<file path="src/rtl/store_write_port_if.sv">
// Store write port bus: the LSU store request channel and the pmem write channel.
// master - the store write port (accepts stores, issues memory writes)
// slave  - the environment (LSU driving stores, memory accepting writes)
interface store_write_port_if;
    // LSU store request channel
    logic        st_valid;
    logic        st_ready;
    logic [63:0] st_addr;
    logic [63:0] st_data;
    logic [1:0]  st_size;

    // pmem write channel
    logic        mem_wvalid;
    logic        mem_wready;
    logic [63:0] mem_waddr;
    logic [63:0] mem_wdata;
    logic [7:0]  mem_wmask;
    logic        mem_bvalid;
    logic        mem_bready;

    modport master (
        input  st_valid, st_addr, st_data, st_size,
        output st_ready,
        output mem_wvalid, mem_waddr, mem_wdata, mem_wmask, mem_bready,
        input  mem_wready, mem_bvalid
    );

    modport slave (
        output st_valid, st_addr, st_data, st_size,
        input  st_ready,
        input  mem_wvalid, mem_waddr, mem_wdata, mem_wmask, mem_bready,
        output mem_wready, mem_bvalid
    );
endinterface

</file>
<file path="src/rtl/store_write_port.sv">
// Store write port: buffers LSU stores in a small FIFO, turns each into an 8-byte-aligned
// masked memory write and issues them one at a time with a valid/ready write handshake
// followed by a write response wait.
// Ports:
//   clk          - clock, rising edge
//   reset        - asynchronous active-low reset
//   bus          - store request + pmem write channels (master modport)
//   misalign_err - one-cycle pulse when a misaligned store is dropped
//   timeout_err  - one-cycle pulse when a write response does not arrive in time
//   err_addr     - address of the most recent misaligned store
//   drained      - FIFO empty and no write in progress
module store_write_port #(
    parameter int unsigned DEPTH   = 2,
    parameter int unsigned TIMEOUT = 255
) (
    input  logic                clk,
    input  logic                reset,
    store_write_port_if.master  bus,
    output logic                misalign_err,
    output logic                timeout_err,
    output logic [63:0]         err_addr,
    output logic                drained
);

    localparam int unsigned PtrW = (DEPTH > 1) ? $clog2(DEPTH) : 1;
    localparam int unsigned CntW = $clog2(DEPTH) + 1;
    localparam logic [CntW-1:0] CountFull = CntW'(DEPTH);
    localparam logic [15:0]     TmoLast   = 16'(TIMEOUT - 1);

    typedef enum logic [1:0] {StIdle, StSend, StWaitResp} state_e;

    state_e          state_q, state_d;
    logic [15:0]     tmo_cnt_q, tmo_cnt_d;
    logic [PtrW-1:0] wr_ptr_q, rd_ptr_q;
    logic [CntW-1:0] count_q, count_d;
    logic            misalign_q, timeout_q;
    logic [63:0]     err_addr_q;

    // Per-entry storage: aligned address (bits 63:3), lane-shifted data, byte mask
    logic [60:0] addr_mem [DEPTH];
    logic [63:0] data_mem [DEPTH];
    logic [7:0]  mask_mem [DEPTH];

    logic        accept, push, pop, misaligned, tmo_fire;
    logic [2:0]  off;
    logic [7:0]  base_mask, enc_mask;
    logic [63:0] enc_data;

    // Ready depends only on the registered count, so a same-cycle pop never frees a slot
    assign bus.st_ready = (count_q != CountFull);
    assign accept       = bus.st_valid && bus.st_ready;
    assign push         = accept && !misaligned;
    assign off          = bus.st_addr[2:0];

    always_comb begin
        misaligned = 1'b0;
        base_mask  = 8'h01;
        unique case (bus.st_size)
            2'd0: begin base_mask = 8'h01; misaligned = 1'b0;             end
            2'd1: begin base_mask = 8'h03; misaligned = bus.st_addr[0];   end
            2'd2: begin base_mask = 8'h0F; misaligned = |bus.st_addr[1:0]; end
            2'd3: begin base_mask = 8'hFF; misaligned = |bus.st_addr[2:0]; end
            default: ;
        endcase
    end

    assign enc_mask = base_mask << off;
    assign enc_data = bus.st_data << {off, 3'b000};

    // FIFO storage and pointers
    always_ff @(posedge clk or negedge reset) begin
        if (!reset) begin
            wr_ptr_q <= '0;
            rd_ptr_q <= '0;
            count_q  <= '0;
            for (int unsigned i = 0; i < DEPTH; i++) begin
                addr_mem[i] <= '0;
                data_mem[i] <= '0;
                mask_mem[i] <= '0;
            end
        end else begin
            if (push) begin
                addr_mem[wr_ptr_q] <= bus.st_addr[63:3];
                data_mem[wr_ptr_q] <= enc_data;
                mask_mem[wr_ptr_q] <= enc_mask;
                wr_ptr_q           <= wr_ptr_q + PtrW'(1);
            end
            if (pop) begin
                rd_ptr_q <= rd_ptr_q + PtrW'(1);
            end
            count_q <= count_d;
        end
    end

    always_comb begin
        count_d = count_q;
        unique case ({push, pop})
            2'b10:   count_d = count_q + CntW'(1);
            2'b01:   count_d = count_q - CntW'(1);
            default: count_d = count_q;
        endcase
    end

    // Write FSM state
    always_ff @(posedge clk or negedge reset) begin
        if (!reset) begin
            state_q   <= StIdle;
            tmo_cnt_q <= '0;
        end else begin
            state_q   <= state_d;
            tmo_cnt_q <= tmo_cnt_d;
        end
    end

    always_comb begin
        state_d   = state_q;
        tmo_cnt_d = tmo_cnt_q;
        pop       = 1'b0;
        tmo_fire  = 1'b0;
        unique case (state_q)
            StIdle: begin
                if (count_q != '0) state_d = StSend;
            end
            StSend: begin
                if (bus.mem_wready) begin
                    state_d   = StWaitResp;
                    tmo_cnt_d = '0;
                end
            end
            StWaitResp: begin
                // A response arriving on the expiry cycle takes priority over the timeout
                if (bus.mem_bvalid) begin
                    pop     = 1'b1;
                    state_d = StIdle;
                end else if (tmo_cnt_q == TmoLast) begin
                    pop      = 1'b1;
                    tmo_fire = 1'b1;
                    state_d  = StIdle;
                end else begin
                    tmo_cnt_d = tmo_cnt_q + 16'd1;
                end
            end
            default: state_d = StIdle;
        endcase
    end

    // Error reporting
    always_ff @(posedge clk or negedge reset) begin
        if (!reset) begin
            misalign_q <= 1'b0;
            timeout_q  <= 1'b0;
            err_addr_q <= '0;
        end else begin
            misalign_q <= accept && misaligned;
            timeout_q  <= tmo_fire;
            if (accept && misaligned) err_addr_q <= bus.st_addr;
        end
    end

    // Head entry is presented continuously; it only matters while mem_wvalid is high
    assign bus.mem_waddr  = {addr_mem[rd_ptr_q], 3'b000};
    assign bus.mem_wdata  = data_mem[rd_ptr_q];
    assign bus.mem_wmask  = mask_mem[rd_ptr_q];
    assign bus.mem_wvalid = (state_q == StSend);
    assign bus.mem_bready = (state_q == StWaitResp);

    assign misalign_err = misalign_q;
    assign timeout_err  = timeout_q;
    assign err_addr     = err_addr_q;
    assign drained      = (count_q == '0) && (state_q == StIdle);

endmodule
</file>
<file path="src/flat_wrapper.sv">
// flat-port wrapper written by rule: the top's interface ports become plain ports
module store_write_port_flat 
#(
    parameter int unsigned DEPTH   = 2,
    parameter int unsigned TIMEOUT = 255
)
  (clk, reset, misalign_err, timeout_err, err_addr, drained, bus_st_valid, bus_st_addr, bus_st_data, bus_st_size, bus_st_ready, bus_mem_wvalid, bus_mem_waddr, bus_mem_wdata, bus_mem_wmask, bus_mem_bready, bus_mem_wready, bus_mem_bvalid);
  store_write_port_if bus_i ();
  input  logic clk;
  input  logic reset;
  output logic misalign_err;
  output logic timeout_err;
  output logic [63:0] err_addr;
  output logic drained;
  input wire logic [$bits(bus_i.st_valid)-1:0] bus_st_valid;
  input wire logic [$bits(bus_i.st_addr)-1:0] bus_st_addr;
  input wire logic [$bits(bus_i.st_data)-1:0] bus_st_data;
  input wire logic [$bits(bus_i.st_size)-1:0] bus_st_size;
  output wire logic [$bits(bus_i.st_ready)-1:0] bus_st_ready;
  output wire logic [$bits(bus_i.mem_wvalid)-1:0] bus_mem_wvalid;
  output wire logic [$bits(bus_i.mem_waddr)-1:0] bus_mem_waddr;
  output wire logic [$bits(bus_i.mem_wdata)-1:0] bus_mem_wdata;
  output wire logic [$bits(bus_i.mem_wmask)-1:0] bus_mem_wmask;
  output wire logic [$bits(bus_i.mem_bready)-1:0] bus_mem_bready;
  input wire logic [$bits(bus_i.mem_wready)-1:0] bus_mem_wready;
  input wire logic [$bits(bus_i.mem_bvalid)-1:0] bus_mem_bvalid;
  assign bus_i.st_valid = bus_st_valid;
  assign bus_i.st_addr = bus_st_addr;
  assign bus_i.st_data = bus_st_data;
  assign bus_i.st_size = bus_st_size;
  assign bus_st_ready = bus_i.st_ready;
  assign bus_mem_wvalid = bus_i.mem_wvalid;
  assign bus_mem_waddr = bus_i.mem_waddr;
  assign bus_mem_wdata = bus_i.mem_wdata;
  assign bus_mem_wmask = bus_i.mem_wmask;
  assign bus_mem_bready = bus_i.mem_bready;
  assign bus_i.mem_wready = bus_mem_wready;
  assign bus_i.mem_bvalid = bus_mem_bvalid;
  store_write_port #(.DEPTH(DEPTH), .TIMEOUT(TIMEOUT)) u_core (.clk(clk), .reset(reset), .bus(bus_i), .misalign_err(misalign_err), .timeout_err(timeout_err), .err_addr(err_addr), .drained(drained));
endmodule
</file>
<file path="config.mk">
export PLATFORM = sky130hd
export DESIGN_NAME = store_write_port_flat
export DESIGN_NICKNAME = d
export VERILOG_FILES = /design/src/rtl/store_write_port_if.sv /design/src/rtl/store_write_port.sv /design/src/flat_wrapper.sv
export SDC_FILE = /design/constraint.sdc
export NUM_CORES = 1
export LEC_CHECK = 0
export BUFFER_PORTS_ARGS = -buffer_cell sky130_fd_sc_hd__buf_2
export CORE_MARGIN = 2
export CORE_UTILIZATION = 35
export CTS_CLUSTER_SIZE = 28
export DETAILED_ROUTE_END_ITERATION = 10
export PLACE_DENSITY = 0.57
export SYNTH_ARGS = -nofsm -noshare
export SYNTH_HDL_FRONTEND = slang
export SYNTH_SLANG_ARGS = --single-unit
</file>
<file path="constraint.sdc">
create_clock -name clk -period 2.1 [get_ports clk]
set_input_delay 0.21 -clock clk [delete_from_list [all_inputs] [get_ports clk]]
set_output_delay 0.21 -clock clk [all_outputs]
set_load 0.02 [all_outputs]
</file>
; Word level (Yosys, flattened, before mapping)
; Index checks and enable logic that the tools add are counted.
[word_totals]
inputBits = 135
wordCells = 91
reg_bits = 354
out_inout_bits = 206
[op_classes]
shifts = 2
n_lt_le_gt_ge = 3
n_reduce_logical = 16
n_eq_ne = 14
muxes = 35
addsub = 5
bitwise_logic = 2
[ops]
columns = cell, n
row1 = $mux W64, 4
row2 = $mux W61, 4
row3 = $bwmux W128, 1
row4 = $bwmux W122, 1
row5 = $demux W64 S1, 1
row6 = $shl A64 B6 Y64, 1
row7 = $demux W61 S1, 1
row8 = $mux W16, 3
row9 = $mux W8, 4
row10 = $pmux W16 S2, 1
row11 = $pmux W8 S4, 1
row12 = $add A16 B1 Y16 const B, 1
row13 = $bwmux W16, 1
row14 = $eq A16 B8 Y1 const B, 1
row15 = $demux W8 S1, 1
row16 = $eq A2 B2 Y1 const B, 4
row17 = $mux W2, 4
row18 = $shl A8 B3 Y8, 1
row19 = $eq A2 B1 Y1 const B, 3
row20 = $logic_not A2 Y1, 3
row21 = $ne A2 B2 Y1 const B, 3
row22 = $pmux W2 S3, 1
row23 = $reduce_bool A2 Y1, 3
row24 = $logic_and A1 B1 Y1, 5
row25 = other kinds (16), 24

; Logic depth before layout (Yosys ltp)
[depth]
word_depth = 6
ltp_mapped = 9

; Worst setup path before layout
; Ideal clock, no wire load.
[synth_timing]
kind = reg2reg
from = register u_core.tmo_cnt_q[0]
to = register u_core.count_q[1]
setup_ps = 79
t_required_ps = 2021
arrival_ps = 1842
n_path_buf = 0
slack_ps = 179
stages_incl_launch_ff = 9
cell_sequence = dfrtp_1 -> inv_1 -> ha_1 -> nor4bb_1 -> and4_1 -> o21a_1 -> ha_1 -> nor2_1 -> xor2_1
[synth_via]
elab_chain_len = 6
[synth_lines]
columns = element, line
row1 = "start, declared", store_write_port.sv:33  ; logic [15:0] tmo_cnt_q, tmo_cnt_d;
row2 = "start signal, assigned", store_write_port.sv:111  ; tmo_cnt_q <= tmo_cnt_d;
row3 = $eq A16 B8 Y1 *, store_write_port.sv:135  ; end else if (tmo_cnt_q == TmoLast) begin
row4 = $mux W1 *, store_write_port.sv:135
row5 = $mux W1 *, store_write_port.sv:132  ; if (bus.mem_bvalid) begin
row6 = $mux W1 *, store_write_port.sv:120  ; unique case (state_q)
row7 = via u_core.pop, store_write_port.sv:44  ; logic accept, push, pop, misaligned, tmo_fire;
row8 = $eq A2 B1 Y1 or $eq A2 B2 Y1 (tied branches), store_write_port.sv:97  ; unique case ({push, pop})
row9 = $pmux W2 S2 or $reduce_bool A2 Y1 (tied branches), n/a
row10 = "end signal, assigned", store_write_port.sv:91  ; count_q <= count_d;
row11 = "end, declared", store_write_port.sv:35  ; logic [CntW-1:0] count_q, count_d;
; Mark *: on every way through the listed nets, which the timed path passes. The rest lies on a longest branch.
; A chain may end at the register's enable or synchronous reset.

; Worst setup path after layout
[layout_timing]
from = register u_core.rd_ptr_q
to = output bus_mem_wdata[59]
[layout_via]
elab_chain_len = 4
[layout_lines]
columns = element, line
row1 = "start, declared", store_write_port.sv:34  ; logic [PtrW-1:0] wr_ptr_q, rd_ptr_q;
row2 = "start signal, assigned", store_write_port.sv:89  ; rd_ptr_q <= rd_ptr_q + PtrW'(1);
row3 = $not A1 Y2 (implied by the code), store_write_port.sv:162  ; assign bus.mem_wdata = data_mem[rd_ptr_q];
row4 = $mux W64 (implied by the code) (3 in a row), store_write_port.sv:162
row5 = "end, declared", flat_wrapper.sv:22  ; output wire logic [$bits(bus_i.mem_wdata)-1:0] bus_mem_wdata;
; No other way between the ends. The select of a mux whose other input is x is not followed.

==> reports/results.ini <==
[pwr]
sequentialPowerShare_pct = 33.4
p_leak_nw = 10.4
clockPowerShare_pct = 21.9
swShare_pct = 36.2
internal_power_mw = 21.6
power_density_nw_per_um2 = 1520
power_frac_comb_pct = 44.7
ir_drop_mv = 0.716
p_switching_mw = 12.3

[logic_synthesis]
async_flop_share_pct = 100
synth_top_area_share_pct = 51.8
synth_area_leaders = dfrtp_1 (52%), mux2_2 (24%), mux2_1 (7.6%)
synth_seq_cells = 354
synth_ff_type = dfrtp_1
avgSynthCellArea_um2 = 14.0
syn_area_um2 = 17100
synth-seq-area-share_pct = 51.8
synth_area_leader_cell = dfrtp_1
synth_cells = 1221
ys_warn_count = 0
synth_edf_count = 0
synth.distinct_cells = 55

[layout]
fillers = 4351
final_util_pct = 46.4
final_cell_mix = mux2_2 (362), dfrtp_1 (353), buf_2 (293), mux2_1 (116), buf_4 (67)
drive_above_1_share_pct = 52.7
design_area_um2 = 22300
area_delta_synth_final_pct = 30.3
antenna_cells = 0
layout_commonest_cell = mux2_2
nNetsFinal = 1796

[timing]
maxSlewHeadroom_pct = 58.9
setup_viol = 8
final.setup.tns_ps = -112
skew_ps = 22.5
worst-slew-pin-transition_ps = 617
period_share_pct = 102
max_freq_ghz = 0.467
rsz0062_at_grt = true
hold_violations = 0
fin_crit_ps = 2140
final_max_slew_viol_count = 0
layout_setup_ws_ps = -41.6

[routing]
ant_nets = 0
post-route-drc-count = 0
drt_iter0_drc = 481
first_pass_iters = 4
wire_per_inst_um = 20.6
viasPerCell = 5.03
dr_total_vias = 11600
wirelength_um = 47400

[cts]
clk_pin_slew_ps = 60
htreeDepth = 2
cts_sinks = 354
clock_latency_ps = 570
tritoncts = done
ctsLongestPathBuffers = 3
root_buffer = clkbuf_16
cts_buffers = 42

[status]
status = complete, but fails checks
violations = negative setup slack

[die]
die_y_um = 225
io_pins = 341
die_w_um = 225
die_area_um2 = 50600
start_util_pct = 35.6
rows = 80
coreArea_um2 = 47900

[grt]
antenna_found_initial = 1
grt_pass1_wl_um = 72300
grtUsageMet1_pct = 23.4
grt_overflow_total = 0
grt_max_degree = 79
gr-usage-met3_pct = 5.57
track_usage_pct = 18.5
grt_pass1_vias = 12300
grt_util_met2_pct = 31.1
top_usage_layer = met2

[hold_path]
hold_path.class = input port to register
hold_path_end = u_core.data_mem[4]
hold_depth = 3
hold_path.startpoint = bus_st_data[4]

[setup_path]
startpoint = u_core.rd_ptr_q
reg2reg_slack_ps = 180
reg2reg_from = u_core.tmo_cnt_q[0]
worst-setup-path-type = register to output pin
r2r-end = u_core.count_q[1]
ff2ff_path_depth = 8
cp_max_fo = 19
cp.required_ps = 1890
start_kind = register
arrival_ps = 1930
endpoint_kind = output pin

[placement]
place_congestion = 0.822
place_ws_ps = 59.2
dpl_cell_area_um2 = 19800
place_hpwl_um = 32600
io_buffers = 337

[job]
max_cap_viol_count = 0

-- what timing repair did --
| action | CTS | global route |
|---|---|---|
| resized for setup | 25 | 53 |
| pin swaps | 0 | 4 |
| buffers inserted | 4 | 2 |
| hold buffers | 63 | 0 |
| hold endpoints to repair | 481 | 0 |
| cloned | 1 | 5 |
| endpoints found under the setup margin | 124 | 133 |
-- power by group through the flow --
stage / Sequential, mW / Clock [mW] / Combinational (mW)
after global placement: 11.3 / 0 / 13.9
final: 11.3 / 7.41 / 15.1
after detailed placement: 11.5 / 0 / 14.0
after floorplan: 11.7 / 0 / 8.70
after global routing: 11.7 / 7.93 / 16.1
after CTS: 11.3 / 7.67 / 14.7
-- layout make-up --
type	instances	area, um^2	area share [%]
Clock buffer	61	1220	5.50
Clock inverter	14	179	0.804
Inverter	17	63.8	0.287
Multi-Input combinational cell	767	7680	34.5
Sequential cell	354	8860	39.8
Tap cell	615	769	3.46
Timing Repair Buffer	476	3480	15.6
-- state kept, by name, summed over array words and instances, names as in the netlist --
signal	flops
u_core.tmo_cnt_q	16
u_core.wr_ptr_q	1
u_core.rd_ptr_q	1
u_core.misalign_err	1
u_core.state_q	2
u_core.data_mem	128
u_core.mask_mem	16
u_core.count_q	2
u_core.err_addr	64
u_core.timeout_err	1
u_core.addr_mem	122
-- cells by family after synthesis --
family | after synthesis | share of synthesized area, %
adder cells (fa/ha/maj) | 3 | 0.220
flip-flops | 354 | 51.8
AO/OA/AOI/OAI | 80 | 3.43
other | 1 | 0.0219
XOR/XNOR | 5 | 0.256
multiplexers | 544 | 36.8
buffers and inverters | 102 | 3.53
AND/OR/NAND/NOR | 132 | 3.87
-- through the flow --
| stage | std cells | total power [mW] | hold slack (ps) |
|---|---|---|---|
| after CTS | 2297 | 33.6 | 24.2 |
| after global routing | 2304 | 35.8 | 81.2 |
| after floorplan | 1223 | 20.4 | -85.6 |
| after detailed placement | 2154 | 25.5 | 128 |
| after global placement | 2154 | 25.2 | 121 |
| final | 2304 | 33.9 | 95.0 |
-- per-layer routing --
layer | vias up | wire length [um]
li1 | 5302 | -
met1 | 5985 | 20400
met2 | 253 | 23000
met3 | 57 | 3150
met4 | 2 | 840
met5 | - | 9
-- worst max-delay path, stage by stage (launching register included) --
cell,delay [ps]
dfrtp_4,450
buf_12,160
buf_16,180
mux2_2,390
buf_2,190
-- how the worst max path moves through the flow --
stage / to
finish: bus_mem_wdata[59]
global route: bus_mem_wdata[59]
CTS: bus_mem_waddr[52]
detailed placement: u_core.addr_mem[60]
global placement: u_core.addr_mem[60]
floorplan: u_core.count_q[1]
-- synthesized netlist by cell type, drive strengths merged (9+ instances only) --
cell / number
a211oi: 9
a21oi: 9
a22oi: 14
and2: 9
buf: 63
clkbuf: 22
dfrtp: 354
inv: 17
mux2: 507
mux2i: 28
mux4: 9
nand2: 17
nand4: 9
nor2: 54
o21ai: 9
(Power assumes the default switching activity.)
